==> config.mk <==
export PLATFORM = sky130hd
export DESIGN_NAME = vnu_t2s_sat_flat
export DESIGN_NICKNAME = d
export VERILOG_FILES = /design/src/rtl/vnu_t2s_sat_if.sv /design/src/rtl/vnu_t2s_sat.sv /design/src/flat_wrapper.sv
export SDC_FILE = /design/constraint.sdc
export NUM_CORES = 1
export LEC_CHECK = 0
export BUFFER_PORTS_ARGS = -buffer_cell sky130_fd_sc_hd__buf_4
export CAP_MARGIN = 40
export CORE_UTILIZATION = 56
export CTS_CLUSTER_DIAMETER = 100
export DETAILED_ROUTE_END_ITERATION = 6
export PLACE_DENSITY = 0.94
export SETUP_SLACK_MARGIN = 0.15
export SYNTH_ARGS = -nofsm -noshare
export SYNTH_HDL_FRONTEND = slang
export SYNTH_SLANG_ARGS = --single-unit
==> constraint.sdc <==
create_clock -name clk -period 5.2 [get_ports clk]
set_input_delay 0.78 -clock clk [delete_from_list [all_inputs] [get_ports clk]]
set_output_delay 0.78 -clock clk [all_outputs]
set_load 0.01 [all_outputs]
==> src/rtl/vnu_t2s_sat_if.sv <==
// Stream bundle between the VNU sum output, the converter and the CNU input.
// master: the side that feeds sums in and drains results (VNU/CNU harness).
// slave:  the converter itself.
interface vnu_t2s_sat_if #(
    parameter int DATA_WIDTH = 6,
    parameter int SUM_WIDTH  = 9
);
    logic                  in_valid;
    logic                  in_ready;
    logic [SUM_WIDTH-1:0]  in_data;
    logic                  out_valid;
    logic                  out_ready;
    logic [DATA_WIDTH-1:0] out_data;
    logic                  out_sat;

    modport master (
        output in_valid, in_data, out_ready,
        input  in_ready, out_valid, out_data, out_sat
    );

    modport slave (
        input  in_valid, in_data, out_ready,
        output in_ready, out_valid, out_data, out_sat
    );
endinterface

==> src/rtl/vnu_t2s_sat.sv <==
// Two's-complement to sign-magnitude converter with magnitude clamp.
// S1 splits the wide sum into sign and unsigned magnitude, S2 clamps the
// magnitude to the narrow format and suppresses negative zero. Both stages
// are skid-free valid/ready registers; sat_count tallies clamped results
// that actually leave the block.
module vnu_t2s_sat #(
    parameter int DATA_WIDTH = 6,
    parameter int SUM_WIDTH  = 9,
    parameter int CNT_WIDTH  = 16
) (
    input  logic                 clk,
    input  logic                 rst,
    vnu_t2s_sat_if.slave         bus,
    input  logic                 sat_clr,
    output logic [CNT_WIDTH-1:0] sat_count
);
    localparam int                    MAXM_INT = (1 << (DATA_WIDTH - 1)) - 1;
    localparam logic [SUM_WIDTH-1:0]  MAXM     = SUM_WIDTH'(MAXM_INT);
    localparam logic [DATA_WIDTH-2:0] MAXM_OUT = (DATA_WIDTH - 1)'(MAXM_INT);

    logic                  s1_valid_q, s1_valid_d;
    logic                  s1_sign_q,  s1_sign_d;
    logic [SUM_WIDTH-1:0]  s1_mag_q,   s1_mag_d;
    logic                  s2_valid_q, s2_valid_d;
    logic [DATA_WIDTH-1:0] s2_data_q,  s2_data_d;
    logic                  s2_sat_q,   s2_sat_d;
    logic [CNT_WIDTH-1:0]  sat_count_q, sat_count_d;

    logic                  s1_en;
    logic                  s2_en;
    logic                  sat_hit;
    logic [DATA_WIDTH-2:0] mag_out;

    // Stage enables; in_ready is held low during reset so nothing is taken in.
    always_comb begin
        s2_en = !s2_valid_q || bus.out_ready;
        s1_en = !s1_valid_q || s2_en;
    end

    // S1: sign split and unsigned absolute value (the most negative sum
    // yields 2^(SUM_WIDTH-1), which is still correct read as unsigned).
    always_comb begin
        s1_valid_d = s1_valid_q;
        s1_sign_d  = s1_sign_q;
        s1_mag_d   = s1_mag_q;
        if (s1_en) begin
            s1_valid_d = bus.in_valid;
            s1_sign_d  = bus.in_data[SUM_WIDTH-1];
            s1_mag_d   = bus.in_data[SUM_WIDTH-1] ? (~bus.in_data + SUM_WIDTH'(1))
                                                  : bus.in_data;
        end
    end

    // S2: clamp to MAXM and pack; a zero magnitude always carries a + sign.
    always_comb begin
        sat_hit    = s1_mag_q > MAXM;
        mag_out    = sat_hit ? MAXM_OUT : s1_mag_q[DATA_WIDTH-2:0];
        s2_valid_d = s2_valid_q;
        s2_data_d  = s2_data_q;
        s2_sat_d   = s2_sat_q;
        if (s2_en) begin
            s2_valid_d = s1_valid_q;
            s2_data_d  = {s1_sign_q && (mag_out != '0), mag_out};
            s2_sat_d   = sat_hit;
        end
    end

    // Debug counter: clear wins over a same-cycle saturated handshake; sticks at all-ones.
    always_comb begin
        sat_count_d = sat_count_q;
        if (sat_clr) begin
            sat_count_d = '0;
        end else if (s2_valid_q && bus.out_ready && s2_sat_q && (sat_count_q != '1)) begin
            sat_count_d = sat_count_q + CNT_WIDTH'(1);
        end
    end

    // All state registers with synchronous reset.
    always_ff @(posedge clk) begin
        if (rst) begin
            s1_valid_q  <= 1'b0;
            s1_sign_q   <= 1'b0;
            s1_mag_q    <= '0;
            s2_valid_q  <= 1'b0;
            s2_data_q   <= '0;
            s2_sat_q    <= 1'b0;
            sat_count_q <= '0;
        end else begin
            s1_valid_q  <= s1_valid_d;
            s1_sign_q   <= s1_sign_d;
            s1_mag_q    <= s1_mag_d;
            s2_valid_q  <= s2_valid_d;
            s2_data_q   <= s2_data_d;
            s2_sat_q    <= s2_sat_d;
            sat_count_q <= sat_count_d;
        end
    end

    assign bus.in_ready  = s1_en && !rst;
    assign bus.out_valid = s2_valid_q;
    assign bus.out_data  = s2_data_q;
    assign bus.out_sat   = s2_sat_q;
    assign sat_count     = sat_count_q;
endmodule

==> src/flat_wrapper.sv <==
// flat-port wrapper written by rule: the top's interface ports become plain ports
module vnu_t2s_sat_flat 
#(
    parameter int DATA_WIDTH = 6,
    parameter int SUM_WIDTH  = 9,
    parameter int CNT_WIDTH  = 16
)
  (clk, rst, sat_clr, sat_count, bus_in_valid, bus_in_data, bus_out_ready, bus_in_ready, bus_out_valid, bus_out_data, bus_out_sat);
  vnu_t2s_sat_if #(.DATA_WIDTH(DATA_WIDTH), .SUM_WIDTH(SUM_WIDTH)) bus_i ();
  input  logic clk;
  input  logic rst;
  input  logic sat_clr;
  output logic [CNT_WIDTH-1:0] sat_count;
  input wire logic [$bits(bus_i.in_valid)-1:0] bus_in_valid;
  input wire logic [$bits(bus_i.in_data)-1:0] bus_in_data;
  input wire logic [$bits(bus_i.out_ready)-1:0] bus_out_ready;
  output wire logic [$bits(bus_i.in_ready)-1:0] bus_in_ready;
  output wire logic [$bits(bus_i.out_valid)-1:0] bus_out_valid;
  output wire logic [$bits(bus_i.out_data)-1:0] bus_out_data;
  output wire logic [$bits(bus_i.out_sat)-1:0] bus_out_sat;
  assign bus_i.in_valid = bus_in_valid;
  assign bus_i.in_data = bus_in_data;
  assign bus_i.out_ready = bus_out_ready;
  assign bus_in_ready = bus_i.in_ready;
  assign bus_out_valid = bus_i.out_valid;
  assign bus_out_data = bus_i.out_data;
  assign bus_out_sat = bus_i.out_sat;
  vnu_t2s_sat #(.DATA_WIDTH(DATA_WIDTH), .SUM_WIDTH(SUM_WIDTH), .CNT_WIDTH(CNT_WIDTH)) u_core (.clk(clk), .rst(rst), .bus(bus_i), .sat_clr(sat_clr), .sat_count(sat_count));
endmodule
======== Word level (Yosys, flattened, before mapping) ========
Cells that the tools add are included.
operators by class
  add/sub/neg operators ................... 2
  mux-type cells .......................... 2
  magnitude comparators ................... 1
  equal/unequal tests ..................... 1
  bitwise operators ....................... 1
  reductions and logical operators ........ 12
operators with widths
  operator                 number
  $add A16 B1 Y16 const B  1
  $ne A16 B16 Y1 const B   1
  $add A9 B1 Y9 const B    1
  $gt A9 B5 Y1 const B     1
  $mux W9                  1
  $not A9 Y9               1
  $logic_and A1 B1 Y1      5
  $mux W5                  1
  $reduce_bool A5 Y1       1
  $logic_not A1 Y1         3
  $logic_or A1 B1 Y1       2
  $reduce_or A2 Y1         1
storage, ports and cells
  word-level logic and storage cells ...... 26
  output and inout bits ................... 25
  input port bits ......................... 14
  bits in registers ....................... 35

======== Longest topological paths before layout ========
Gate-level depths: netlist (run 1).
  depth after elaboration ................. 4
  mapped depth ............................ 6
  mapped depth without buffers ............ 6

======== Least setup slack after synthesis (run 1) ========
No wires, ideal clock.
  kind .................................... input port to flip-flop
  from .................................... input bus_out_ready
  to ...................................... register u_core.sat_count_q[8] (netlist: u_core.sat_count[8])
  data arrival time ....................... 2.058 ns
  path slack .............................. 3.071 ns
  required time ........................... 5.130 ns
  stages .................................. 5
  library setup time ...................... 0.070 ns
  buffers on the path ..................... 1
  cells stage by stage .................... nand3_1 > or2_2 > clkbuf_1 > or4_2 > a21oi_1
between the ends
  longest elaborated chain between the ends .. 3
ends and longest elaborated chain
  element                           line                source
  from (decl)                       flat_wrapper.sv:16  input wire logic [$bits(bus_i.out_ready)-1:0] bus_out_ready;
  $logic_and A1 B1 Y1 (3 in a row)  vnu_t2s_sat.sv:73   end else if (s2_valid_q && bus.out_ready && s2_sat_q && (sat_count_q != '1)) begin
  to (signal assigned)              vnu_t2s_sat.sv:95   sat_count_q <= sat_count_d;
  to (decl)                         vnu_t2s_sat.sv:27   logic [CNT_WIDTH-1:0] sat_count_q, sat_count_d;
Every way passes these cells.
A chain may end at the register's enable or synchronous reset.

======== Final worst setup path (run 1) ========
  from .................................... input bus_out_ready
  to ...................................... output bus_in_ready
between the ends
  longest elaborated chain between the ends .. 3
ends and longest elaborated chain
  element              line                source
  $logic_or A1 B1 Y1   vnu_t2s_sat.sv:36   s2_en = !s2_valid_q || bus.out_ready;
  $logic_or A1 B1 Y1   vnu_t2s_sat.sv:37   s1_en = !s1_valid_q || s2_en;
  $logic_and A1 B1 Y1  vnu_t2s_sat.sv:99   assign bus.in_ready = s1_en && !rst;
  to (decl)            flat_wrapper.sv:17  output wire logic [$bits(bus_i.in_ready)-1:0] bus_in_ready;
Every way passes these cells.

==> out/qor.yml, run 1 <==
status: "completed"
ff2ff_setup_slack_ps: 3180
clkPwrFrac_pct: 37.5
syn_to_final_growth_pct: 23.0
synth_top_family_by_area: "simple AND/OR/NAND/NOR gates"
relSlewSlack_pct: 53.9
yosysWarnings: 0
cts_tree: "yes"
p_per_area_nw_per_um2: 273
maxSlewViolCount: 0
rsz0062_at_grt: "false"
hold_class: "reg -> reg"
fin_crit_ps: 2410
crit_arrival_ps: 1630
cts_sinks: 35
io_pins: 39
wl_met1_um: 1460
crit_start: "bus_out_ready"
period_share_pct: 46.4
dp_hpwl_um: 2570
total_power_w: 0.000552
skew_ps: 5.77
tightest_slew_ps: 686
critPathKind: "in -> out"
setup_tns_ps: 0
ir_worst_vdd_mv: 0.251
path_max_fanout: 5
synth_compound_area_share_pct: 17.5
synth.net_count: 214
cts_hold_buffers: 0
rr_worst_depth: 5
synth_largest_area_cell: "dfxtp_1"
synth_area_um2: 1650
p_leak_nw: 0.794
met2RoutedLength_um: 1800
die_w_um: 56.2
ys_ff_latch: 35
clk_latency_ps: 340
critPathCapture: "bus_in_ready"
h-tree-depth: 2
fmax_ghz: 0.415
synth_xor_xnor_area_share_pct: 3.19
grt_pass1_wl_um: 5850
wl_met3_um: 186
antenna_left: 0
antennaDiodeCount: 0
seq_area_frac_synth_pct: 42.6
wl_um: 3500
gp_congestion: 0.806
dr_total_vias: 1605
drtPass1Iterations: 4
r2r_end: "u_core.sat_count[8]"
max_cap_viol_count: 0
p_sw_w: 0.000130
layout.nets: 252
synth_mux_area_share_pct: 1.82
r2r-start: "u_core.sat_count[0]"
p_int_w: 0.000422
port_buffers: 38
synthAdderAreaFrac_pct: 1.52
finalHoldViolCount: 0
cp.required_ps: 4420
setup_violations: 0
design.die.area_um2: 3160
cts_setup_buffers: 0
p_seq_share_pct: 52.3
synth_simple_gate_area_share_pct: 29.9
yosys-top-cells-area: "dfxtp_1 43%, nor2_1 6.4%, o31ai_1 5.5%, a21oi_1 4.9%, or4_1 4.6%"
grt_max_degree: 23
combPwrFrac_pct: 10.3
die_y_um: 56.2
first_iter_violations: 100
drc: 0
avgViaCountPerCell: 5.99
grt_use_total_pct: 23.5
initial_core_util_pct: 59.2
switching_share_pct: 23.6
worstSetupEndpointType: "primary output"
synth_cell_types: 34
grt_overflow: 0
coreArea_um2: 2780
cts-buffers-inserted: 5
antenna_found_initial: 0
synth_cells: 198
clockBufferDepth: 2
syn_avg_cell_area_um2: 8.32
fp-row-count: 19
drive_gt1_share_pct: 22.8
grt_pass1_vias: 1397
wl_per_cell_um: 13.1
crit_path_start_kind: "input port"
clk_pin_slew_worst_paths_ps: 100
root_buffer: "clkbuf_4"
top_layer_used: "met4"
ctsResizeCount: 0
synth_top_area_share_pct: 42.6
[critical path, stage by stage]
cell,delay [ps]
buf_4,120
nor2b_1,260
and2_1,260
nor2_1,60
buf_4,140
[cell usage after synthesis]
master,count
or4_4,1
o41ai_1,1
o31ai_1,12
a311oi_1,1
and3_1,1
or2_0,1
xnor2_1,1
mux2i_1,3
nand2b_1,2
xor2_1,5
nor2_1,28
nor4_1,3
and4_2,1
and2_1,1
nor3_1,8
nand3_1,8
dfxtp_1,35
nand4_1,5
or2_2,2
nor2b_1,2
o311ai_0,1
a31oi_1,1
o21ai_0,5
or4_2,2
clkbuf_1,7
or3_1,3
nand2_1,15
nand4_2,1
or4_1,10
ha_1,2
a21oi_1,16
a211oi_1,8
inv_1,5
dlymetal6s2s_1,1
[how the worst min path moves through the flow]
stage	from	end	slack, ps	cells after the start
2_1_floorplan	u_core.s1_mag_q[8]	u_core.s1_mag_q[8]	430	2
3_3_place_gp	u_core.bus.out_data[5]	u_core.bus.out_data[5]	450	2
3_5_place_dp	u_core.s1_mag_q[8]	u_core.s1_mag_q[8]	440	2
4_1_cts	u_core.bus.out_data[5]	u_core.bus.out_data[5]	470	2
5_1_grt	u_core.s1_mag_q[8]	u_core.s1_mag_q[8]	490	2
6_report	u_core.bus.out_data[5]	u_core.bus.out_data[5]	460	2
[layer usage]
layer  vias up  track usage [%]
li1        811                -
met1       730             26.0
met2        55             42.7
met3         9             5.81
met4         0             9.76
met5         -                0
[placed cells by master (no fill, tap or decap), types with 3 or more instances in the layout]
master | Yosys | routed
buf_4 | 0 | 39
dfxtp_1 | 35 | 35
nor2_1 | 28 | 28
a21oi_1 | 16 | 16
nand2_1 | 15 | 15
o31ai_1 | 12 | 12
or4_1 | 10 | 10
a211oi_1 | 8 | 8
nand3_1 | 8 | 8
nor3_1 | 8 | 8
inv_1 | 5 | 5
xor2_1 | 5 | 5
o21ai_0 | 5 | 5
nand4_1 | 5 | 5
clkbuf_4 | 0 | 5
or3_1 | 3 | 3
mux2i_1 | 3 | 3
nor4_1 | 3 | 3
[registers in the layout, summed over array words and instances (netlist names)]
name and flops:
u_core.bus.out_valid 1, u_core.s1_valid_q 1, u_core.bus.out_sat 1, u_core.bus.out_data 6
u_core.s1_mag_q 9, u_core.s1_sign_q 1, u_core.sat_count 16
[power by group through the flow]
| stage | Combinational (W) | Sequential (W) | Clock, W |
|---|---|---|---|
| 2_1_floorplan | 0.0000289 | 0.000296 | 0 |
| 3_3_place_gp | 0.0000551 | 0.000294 | 0 |
| 3_5_place_dp | 0.0000571 | 0.000295 | 0 |
| 4_1_cts | 0.0000572 | 0.000289 | 0.000208 |
| 5_1_grt | 0.0000626 | 0.000290 | 0.000216 |
| 6_report | 0.0000567 | 0.000289 | 0.000207 |
[area by class of cell]
type	count	area, um^2
clock inverters	2	35.0
well taps	31	38.8
clock buffers	6	51.3
fillers	240	756
multi-input cells	150	888
flip-flops and latches	35	701
inverters	5	18.8
repair buffers	39	293
[metrics by stage]
stage	utilization (%)	setup slack, ps	std cells	hold slack, ps	area [um^2]
finish	72.8	2790	268	464	2030
global placement	69.7	2840	260	447	1940
global route	72.8	2720	268	493	2030
detailed placement	69.7	2810	260	445	1940
floorplan	-	3070	198	427	1650
CTS	72.8	2810	268	465	2030
[kinds of logic (layout without fill, tap and decap cells)]
group,Yosys count,count (layout)
AND/OR/NAND/NOR,94,94
AO/OA/AOI/OAI,45,45
flip-flops,35,35
buffers and inverters,13,52
XOR/XNOR,6,6
multiplexers,3,3
adder cells (fa/ha/maj),2,2
Note: power is estimated with default switching activity, not from simulation.
==> inputs of run 2 (changes only) <==
- CORE_UTILIZATION: 56 -> 47
- PLACE_DENSITY: 0.94 -> 0.85
- clock period: 5.2 -> 2.1 ns (I/O delays scaled with it)
==> out/qor.yml, run 2 (same netlist as run 1, synthesis figures left out) <==
status: "completed"
max_cap_viol_count: 0
wl_per_cell_um: 12.6
tightest_slew_ps: 624
grt_use_total_pct: 21.5
grt_overflow: 0
drc: 0
crit_arrival_ps: 2160
dr_total_vias: 1639
wl_um: 3590
p_per_area_nw_per_um2: 594
stdcell_area_um2: 2040
final-instance-count-excl-fill: 285
skew_ps: 11.0
die_y_um: 61.2
cts_hold_buffers: 0
setup_violations: 0
drive_gt1_share_pct: 25.1
grt_max_degree: 23
period_share_pct: 89.6
rr_worst_depth: 5
r2r_end: "u_core.sat_count[8]"
critPathCapture: "u_core.sat_count[8]"
avgViaCountPerCell: 5.75
syn_to_final_growth_pct: 23.8
antenna_left: 0
clockBufferDepth: 2
cp.required_ps: 2380
placed_cells_incl_taps: 276
antenna_found_initial: 0
r2r-start: "u_core.sat_count[0]"
finalHoldViolCount: 0
fin_hold_ws_ps: 184
die_w_um: 61.2
clk_pin_slew_worst_paths_ps: 110
hold_class: "in -> reg"
clk_latency_ps: 350
cts_sinks: 35
regArea_um2: 704
path_max_fanout: 8
ir_worst_vdd_mv: 0.329
p_leak_nw: 0.782
grt_pass1_wl_um: 5830
crit_start: "u_core.sat_count[0]"
grt_pass1_vias: 1374
coreArea_um2: 3340
crit_slowest_cell: "or4_2"
fmax_ghz: 0.531
dp_hpwl_um: 2620
finish.utilization_pct: 61.1
io_pins: 39
multi_input_area_um2: 900
fp-row-count: 21
fin_crit_ps: 1880
maxSlewViolCount: 0
rsz0062_at_grt: "true"
worstSetupEndpointType: "flop"
drtPass1Iterations: 4
antennaDiodeCount: 0
relSlewSlack_pct: 58.1
cts_tree: "yes"
fillers: 320
h-tree-depth: 2
port_buffers: 38
initial_core_util_pct: 49.3
first_iter_violations: 82
largest_reg_flops: 16
crit_path_start_kind: "flop"
crit_path_max_incr_delay_ps: 620
design.die.area_um2: 3740
critPathKind: "reg -> reg"
layout.nets: 254
gp_congestion: 0.876
dpl_cell_area_um2: 1970
root_buffer: "clkbuf_4"
layout.cells.most_common: "buf_4"
ff2ff_setup_slack_ps: 220
cts-buffers-inserted: 5
setup_tns_ps: 0
layout_common_cells: "41 x buf_4, 32 x dfxtp_1, 28 x nor2_1, 16 x a21oi_1, 15 x nand2_1"
path_cells: "ha_2 -> nand3_1 -> or2_2 -> or4_2 -> a21oi_1"
==> run 2: where the power goes <==
group          internal, W  switching, W
sequential        0.000695     0.0000203
clock             0.000130      0.000225
combinational    0.0000692     0.0000711
==> run 2: worst min path at each step <==
stage	from	to	cells past startpoint
floorplan	u_core.s1_mag_q[8]	u_core.s1_mag_q[8]	2
global placement	u_core.s1_sign_q	u_core.s1_sign_q	2
detailed placement	u_core.s1_sign_q	u_core.s1_sign_q	2
CTS	bus_in_valid	u_core.s1_valid_q	3
global route	bus_in_valid	u_core.s1_valid_q	3
finish	bus_in_valid	u_core.s1_valid_q	3
==> run 2: stage by stage <==
stage / worst slack [ps] / power (W)
6_report: 218 / 0.00121
5_1_grt: 112 / 0.00127
4_1_cts: 176 / 0.00121
3_5_place_dp: 251 / 0.000871
3_3_place_gp: 288 / 0.000866
2_1_floorplan: 208 / 0.000804
==> run 2: timing repair <==
item	in CTS	in global routing
resized for setup	0	4
setup endpoints to repair	0	7
setup buffers	0	1
==> run 2: layout make-up <==
class | count | area share [%]
clock buffers | 7 | 2.21
clock inverters | 1 | 0.246
inverters | 5 | 0.921
multi-input cells | 150 | 44.1
flip-flops and latches | 35 | 34.6
well taps | 46 | 2.82
repair buffers | 41 | 15.1
==> run 2: worst max-delay path: cells and delay by family, from the launching register on <==
kind / cells / cell delay (ps)
simple gates: 3 / 1050
flops: 1 / 380
fa+ha+maj: 1 / 220
compound gates: 1 / 150
==> run 2: routing by layer <==
layer	wire length (um)	global-route usage [%]
met5	0	0
met4	123	14.6
met3	180	4.62
met2	1830	38.2
met1	1460	22.8
